## src/rtl/system_sysid_ext_if.sv

```systemverilog
// Avalon-MM control-slave bundle for the system ID block.
`timescale 1ns/1ps
interface system_sysid_ext_if #(
    parameter int ADDR_W = 3
);
    logic [ADDR_W-1:0] address;
    logic              read;
    logic              write;
    logic [31:0]       writedata;
    logic [3:0]        byteenable;
    logic [31:0]       readdata;
    logic              readdatavalid;

    modport master (
        output address, read, write, writedata, byteenable,
        input  readdata, readdatavalid
    );

    modport slave (
        input  address, read, write, writedata, byteenable,
        output readdata, readdatavalid
    );
endinterface

```

## src/rtl/system_sysid_ext.sv

```systemverilog
// System ID peripheral: constants, 64-bit uptime with hi snapshot,
// seconds counter with tick, scratch and control registers.
`timescale 1ns/1ps
module system_sysid_ext #(
    parameter logic [31:0] SYS_ID         = 32'h5335_24AF,
    parameter logic [31:0] TIMESTAMP      = 32'd0,
    parameter logic [31:0] BUILD_VER      = 32'h0001_0000,
    parameter int          CLK_FREQ_HZ    = 50000000,
    parameter int          ADDR_W         = 3,
    parameter logic [63:0] UPTIME_PRELOAD = 64'd0
) (
    input  logic                clock,
    input  logic                reset,
    system_sysid_ext_if.slave   bus,
    output logic                tick
);

    localparam int            PW    = $clog2(CLK_FREQ_HZ);
    localparam logic [PW-1:0] P_TOP = PW'(CLK_FREQ_HZ - 1);

    logic [63:0]   uptime;
    logic [31:0]   uptime_hi_shadow;
    logic [31:0]   seconds;
    logic [31:0]   scratch;
    logic [PW-1:0] prescaler;
    logic          tick_en;

    logic [2:0]    word;
    logic          in_map;
    logic          ctl_wr;
    logic          scr_wr;
    logic          lo_rd;
    logic          clr;
    logic          terminal;
    logic [31:0]   rd_word;
    logic [31:0]   scratch_nxt;

    assign word     = bus.address[2:0];
    assign in_map   = ((bus.address >> 3) == '0);
    assign ctl_wr   = bus.write && in_map && (word == 3'd7)
                      && bus.byteenable[0];
    assign scr_wr   = bus.write && in_map && (word == 3'd6);
    assign lo_rd    = bus.read && in_map && (word == 3'd3);
    assign clr      = ctl_wr && bus.writedata[0];
    assign terminal = (prescaler == P_TOP);

    // Read mux sees pre-write state, so same-cycle RW returns old data.
    always_comb begin
        rd_word = 32'd0;
        if (in_map) begin
            unique case (word)
                3'd0: rd_word = SYS_ID;
                3'd1: rd_word = TIMESTAMP;
                3'd2: rd_word = BUILD_VER;
                3'd3: rd_word = uptime[31:0];
                3'd4: rd_word = uptime_hi_shadow;
                3'd5: rd_word = seconds;
                3'd6: rd_word = scratch;
                3'd7: rd_word = {30'd0, tick_en, 1'b0};
            endcase
        end
    end

    always_comb begin
        scratch_nxt = scratch;
        for (int i = 0; i < 4; i++) begin
            if (bus.byteenable[i]) begin
                scratch_nxt[8*i +: 8] = bus.writedata[8*i +: 8];
            end
        end
    end

    always_ff @(posedge clock or posedge reset) begin
        if (reset) begin
            bus.readdata      <= 32'd0;
            bus.readdatavalid <= 1'b0;
            tick              <= 1'b0;
            uptime            <= UPTIME_PRELOAD;
            uptime_hi_shadow  <= 32'd0;
            seconds           <= 32'd0;
            prescaler         <= '0;
            scratch           <= 32'd0;
            tick_en           <= 1'b1;
        end else begin
            bus.readdatavalid <= bus.read;
            if (bus.read) begin
                bus.readdata <= rd_word;
            end
            if (lo_rd) begin
                uptime_hi_shadow <= uptime[63:32];
            end
            // Clear wins over a coincident terminal count.
            if (clr) begin
                uptime    <= 64'd0;
                seconds   <= 32'd0;
                prescaler <= '0;
                tick      <= 1'b0;
            end else begin
                uptime <= uptime + 64'd1;
                if (terminal) begin
                    prescaler <= '0;
                    seconds   <= seconds + 32'd1;
                    tick      <= tick_en;
                end else begin
                    prescaler <= prescaler + 1'b1;
                    tick      <= 1'b0;
                end
            end
            if (ctl_wr) begin
                tick_en <= bus.writedata[1];
            end
            if (scr_wr) begin
                scratch <= scratch_nxt;
            end
        end
    end

endmodule
```

## src/flat_wrapper.sv

```systemverilog
// flat-port wrapper written by rule: the top's interface ports become plain ports
module system_sysid_ext_flat 
#(
    parameter logic [31:0] SYS_ID         = 32'h5335_24AF,
    parameter logic [31:0] TIMESTAMP      = 32'd0,
    parameter logic [31:0] BUILD_VER      = 32'h0001_0000,
    parameter int          CLK_FREQ_HZ    = 50000000,
    parameter int          ADDR_W         = 3,
    parameter logic [63:0] UPTIME_PRELOAD = 64'd0
)
  (clock, reset, tick, bus_address, bus_read, bus_write, bus_writedata, bus_byteenable, bus_readdata, bus_readdatavalid);
  system_sysid_ext_if #(.ADDR_W(ADDR_W)) bus_i ();
  input  logic clock;
  input  logic reset;
  output logic tick;
  input wire logic [$bits(bus_i.address)-1:0] bus_address;
  input wire logic [$bits(bus_i.read)-1:0] bus_read;
  input wire logic [$bits(bus_i.write)-1:0] bus_write;
  input wire logic [$bits(bus_i.writedata)-1:0] bus_writedata;
  input wire logic [$bits(bus_i.byteenable)-1:0] bus_byteenable;
  output wire logic [$bits(bus_i.readdata)-1:0] bus_readdata;
  output wire logic [$bits(bus_i.readdatavalid)-1:0] bus_readdatavalid;
  assign bus_i.address = bus_address;
  assign bus_i.read = bus_read;
  assign bus_i.write = bus_write;
  assign bus_i.writedata = bus_writedata;
  assign bus_i.byteenable = bus_byteenable;
  assign bus_readdata = bus_i.readdata;
  assign bus_readdatavalid = bus_i.readdatavalid;
  system_sysid_ext #(.SYS_ID(SYS_ID), .TIMESTAMP(TIMESTAMP), .BUILD_VER(BUILD_VER), .CLK_FREQ_HZ(CLK_FREQ_HZ), .ADDR_W(ADDR_W), .UPTIME_PRELOAD(UPTIME_PRELOAD)) u_core (.clock(clock), .reset(reset), .bus(bus_i), .tick(tick));
endmodule
```

## config.mk

```make
export PLATFORM = sky130hd
export DESIGN_NAME = system_sysid_ext_flat
export DESIGN_NICKNAME = d
export VERILOG_FILES = /design/src/rtl/system_sysid_ext_if.sv /design/src/rtl/system_sysid_ext.sv /design/src/flat_wrapper.sv
export SDC_FILE = /design/constraint.sdc
export NUM_CORES = 1
export LEC_CHECK = 0
export ABC_AREA = 1
export BUFFER_PORTS_ARGS = -buffer_cell sky130_fd_sc_hd__buf_4
export CAP_MARGIN = 10
export CORE_MARGIN = 3
export CORE_UTILIZATION = 45
export CTS_CLUSTER_DIAMETER = 100
export DETAILED_ROUTE_END_ITERATION = 12
export PLACE_DENSITY = 0.67
export SYNTH_ARGS = -nofsm -noshare
export SYNTH_HDL_FRONTEND = slang
export SYNTH_SLANG_ARGS = --single-unit
```

## constraint.sdc

```tcl
create_clock -name clock -period 7.9 [get_ports clock]
set_input_delay 0.395 -clock clock [delete_from_list [all_inputs] [get_ports clock]]
set_output_delay 0.395 -clock clock [all_outputs]
set_load 0.005 [all_outputs]
```

# After elaboration in Yosys (flattened, before gate mapping)
# Index checks and enable logic that the tools add are counted.
word_totals:
  word_cells: 42
  out_inout_bits: 34
  input_bits: 43
  reg_bits: 221
op_classes:
  eq_ne: 8
  add_sub_neg: 3
  muxes: 8
  reduce_logical: 11
ops:
  columns: ["op", "n"]
  rows:
  - ["$pmux 32 s8", 1]
  - ["$add 64x1->64 const B", 1]
  - ["$mux 32", 2]
  - ["$mux 64", 1]
  - ["$mux 26", 2]
  - ["$add 32x1->32 const B", 1]
  - ["$add 26x1->26 const B", 1]
  - ["$eq 26x26->1 const B", 1]
  - ["$eq 3x3->1 const B", 4]
  - ["$reduce_and 2->1", 4]
  - ["$eq 3x2->1 const B", 2]
  - ["$logic_and 1x1->1", 5]
  - ["$eq 3x1->1 const B", 1]
  - ["$logic_not 3->1", 1]
  - ["$mux 1", 2]
  - ["$reduce_bool 2->1", 1]

# Depth between registers and ports, before layout
logic_depth:
  word_depth: 5
  ltp_mapped: 10
  mapped_depth_nobuf: 10

# Worst setup path before layout
# Ideal clock, no wire load.
synth_path:
  path_kind: "register to register"
  start: "register u_core.uptime[0]"
  end: "register u_core.uptime[36]"
  setup_time_ps: 120
  synth_period_minus_slack_ps: 1509
  required_ps: 7780
  stages_incl_launch_ff: 9
  slack_ps: 6391
  t_arrival_ps: 1389
  n_path_buf: 0
  cell_sequence: "dfrtp_1 > ha_1 > nand2_1 > nor2_2 > nand2_1 > nor2_2 > nand3_1 > o21ai_0 > nor2_1"
synth_between:
  elab_chain_len: 2
synth_rtl:
  columns: ["item", "line_no", "text"]
  rows:
  - ["from (decl)", "system_sysid_ext.sv:21", "logic [63:0] uptime;"]
  - ["from (signal assigned)", "system_sysid_ext.sv:99", "uptime <= uptime + 64'd1;"]
  - ["$add 64x1->64", "system_sysid_ext.sv:99", null]
  - ["$mux 64", "system_sysid_ext.sv:93", "if (clr) begin"]
# No other way between the ends.
# A chain may end at the register's enable or synchronous reset.

# Final worst setup path
layout_path:
  start: "input port bus_address[0]"
  end: "register u_core.prescaler[20]"
layout_between:
  elab_chain_len: 5
layout_rtl:
  columns: ["item", "line_no", "text"]
  rows:
  - ["from (decl)", "flat_wrapper.sv:16", "input wire logic [$bits(bus_i.address)-1:0] bus_address;"]
  - ["$eq 3x3->1", "system_sysid_ext.sv:40", "assign ctl_wr = bus.write && in_map && (word == 3'd7)"]
  - ["$logic_and 1x1->1", "system_sysid_ext.sv:40", null]
  - ["$logic_and 1x1->1", "system_sysid_ext.sv:41", "&& bus.byteenable[0];"]
  - ["$logic_and 1x1->1", "system_sysid_ext.sv:44", "assign clr = ctl_wr && bus.writedata[0];"]
  - ["$mux 26", "system_sysid_ext.sv:93", null]
  - ["to (signal assigned)", "system_sysid_ext.sv:105", "prescaler <= prescaler + 1'b1;"]
  - ["to (decl)", "system_sysid_ext.sv:25", "logic [PW-1:0] prescaler;"]
# No other way between the ends.

==> flow_summary.ini <==
[timing]
layout_worst_path_cycle_share_pct = 36.3
rsz0062_at_grt = false
relSlewSlack_pct = 20.8
worst_slew_pin_slew_ns = 1.19
finalSetupTns_ns = 0
finalCriticalPeriod_ns = 2.87
slew_violations = 0
max_freq_mhz = 349
clock_skew_ns = 0.00832
fin_ws_ns = 5.03
finalHoldViolCount = 0
report.final.setup_viol = 0

[finish]
multi_input_area_mm2 = 0.00570
design_area_mm2 = 0.0137
area_delta_synth_final_pct = 14.4
seqCellArea_mm2 = 0.00553
drive_gt1_share_pct = 10.6
fin_nets = 1753
n_antenna_cell = 0
fillCellCount = 2541

[route]
first_iter_violations = 1089
viasPerCell = 5.35
drc = 0
dr_total_vias = 11000
ant_nets = 0
wire_per_inst_um = 18.1
wl_um = 37100
drtPass1Iterations = 7

[outcome]
status = complete, no violations

[die]
dieHeight_um = 169
coreArea_mm2 = 0.0256
die_w_um = 169
start_util_pct = 46.6
row_count = 58
floorplan.die_area_mm2 = 0.0285
ios = 77

[clocking]
numCtsBuffers = 25
post_cts_buffers = 0
clkTransAtPathRegs_ns = 0.06
cts.sinks = 221
cts_max_level = 1
insertion_delay_ns = 0.53
root_buffer = clkbuf_16
clock_path_buffers = 3
cts_tree = yes

[global_route]
grt_pass1_vias = 10600
antenna_found_initial = 0
grt_max_degree = 84
track_usage_pct = 25.9
grt_pass1_wl_um = 58700
gr-total-overflow = 0

[synthesis]
yosysWarnings = 0
synth_top_area_share_pct = 46.1
netlist_top_cells_count = 572 x nand2_1, 313 x nor2_1, 220 x dfrtp_1
syn_avg_cell_area_um2 = 7.28
synth_top_area_cell = dfrtp_1
ys_types = 35
postSynthCellCount = 1640
synth_fp_nets = 1687
synth_area_leaders = dfrtp_1 46%, nand2_1 18%, nor2_1 9.8%
synth_edf_count = 0
synth-async-reset-ratio_pct = 100
yosysMostFrequentCell = nand2_1
ys.flop_type = dfrtp_1
synth-seq-area-share_pct = 46.3
netlist_area_mm2 = 0.0119
ys_seq_elements = 221

[critical_path]
cp_slowest_cell = nor2_4
critical-path-max-stage-delay_ns = 0.85
cp_cell_sequence = buf_4 -> nand3_1 -> nor2_1 -> nand2_2 -> buf_4 -> inv_2 -> nor2_4 -> o21ai_0 -> nor2_1
cp.depth = 9
r2r_cells = 8
path_class = input port to flip-flop
worstPathRequired_ns = 8.35
crit_fanout = 57
arrival_ns = 3.32
crit_buf_inv = 3
worstSetupEndpointType = flip-flop
crit_path_start_kind = input port
crit_family = simple AND/OR/NAND/NOR gates

[placement]
hpwlAfterDp_um = 27500
routabilityCongestion = 1.04
pre_cts_ws_ns = 4.54
port_buffers = 76
placed_area_mm2 = 0.0127

[power]
total_power_uw = 3210
vdd_ir_drop_max_uv = 212
p_per_area_mw_per_mm2 = 235
p_leak_uw = 0.00612

[run]
cap_viol_max_count = 0

[worst_hold_path]
min_path_type = input port to flip-flop
holdPathStages = 2
-- power by group --
part	internal [µW]	switching [µW]	leakage [µW]
registers	1310	183	0.00280
clock network	783	488	0.000447
logic	185	266	0.00287
total	2280	938	0.00612
-- cells in the final DEF, fill, tap and decap left out, types with 5 or more instances in the layout --
cell type,count
nand2_1,571
clkinv_2,5
nand4_1,33
nand3_1,58
nor2_1,313
o21ai_0,84
dfrtp_1,220
nor3_1,17
clkbuf_16,25
buf_4,81
nor2_4,6
mux2_2,27
nor2_2,5
nand2_2,7
a41oi_1,15
a21oi_1,45
xnor2_1,7
o2111ai_1,9
clkbuf_8,8
xor2_1,27
inv_1,125
-- per-stage QoR --
step                hold slack, ns  std cells  utilization [%]
global route                0.0826       2054             53.3
finish                      0.0854       2054             53.3
global placement             0.469       2008             49.7
floorplan                    0.426       1640                -
CTS                         0.0701       2054             53.3
detailed placement           0.472       2008             49.7
-- sequential cells by signal (all words and copies together) (netlist names) --
name,cells
u_core.prescaler,26
u_core.tick_en,1
u_core.seconds,32
u_core.bus.readdata,32
u_core.scratch,32
u_core.tick,1
u_core.uptime_hi_shadow,32
u_core.uptime,64
u_core.bus.readdatavalid,1
-- layer usage --
layer  GRT usage (%)  share of wire [%]  wire (µm)  up-vias
met5               0                  0          0        -
met4            7.26                3.2       1170        0
met3            3.34                5.5       2040       59
met2            42.5                 47      17400      324
met1            36.2                 45      16500     5255
li1                -                  -          -     5361
-- worst reg2reg max path: stages (launching register included) --
cell and delay [ns]:
dfrtp_1 0.39, ha_1 0.16, nand3_1 0.10, nor3_1 0.21, nand2_2 0.12, nor2_4 0.57, nor2_4 0.34, o21ai_0 0.18
nor2_1 0.06
-- cells by family after synthesis --
family / Yosys count / synth area share, %
xor gates and xnor gates: 34 / 2.49
muxes: 28 / 2.64
buffers and inverters: 172 / 5.96
adders and majority gates: 4 / 0.419
AOI/OAI and AO/OA: 160 / 7.51
and+or+nand+nor: 1021 / 34.6
DFF: 221 / 46.3
-- worst paths after layout --
| check | startpoint | endpoint | slack [ns] |
|---|---|---|---|
| max | bus_address[0] | u_core.prescaler[20] | 5.03 |
| min | bus_writedata[24] | u_core.scratch[24] | 0.09 |
| max reg2reg | u_core.prescaler[0] | u_core.prescaler[20] | 5.67 |
| min reg2reg | u_core.bus.readdata[14] | u_core.bus.readdata[14] | 0.48 |
| max in group asynchronous | reset | u_core.scratch[22] | 5.97 |
| min in group asynchronous | reset | u_core.uptime_hi_shadow[13] | 0.51 |
-- repair_timing --
action | 4_1_cts | 5_1_grt
hold endpoints to repair | 81 | 0
hold buffers | 1 | 0
resized for setup | 0 | 0
-- cell type report --
class | count | share of cell area [%]
clock buffers | 33 | 5.39
repair buffers | 82 | 4.53
well taps | 330 | 3.02
clock inverters | 12 | 1.24
inverters | 129 | 3.60
multi-input cells | 1247 | 41.7
flip-flops and latches | 221 | 40.5
Power figures use the tool's default switching activity.
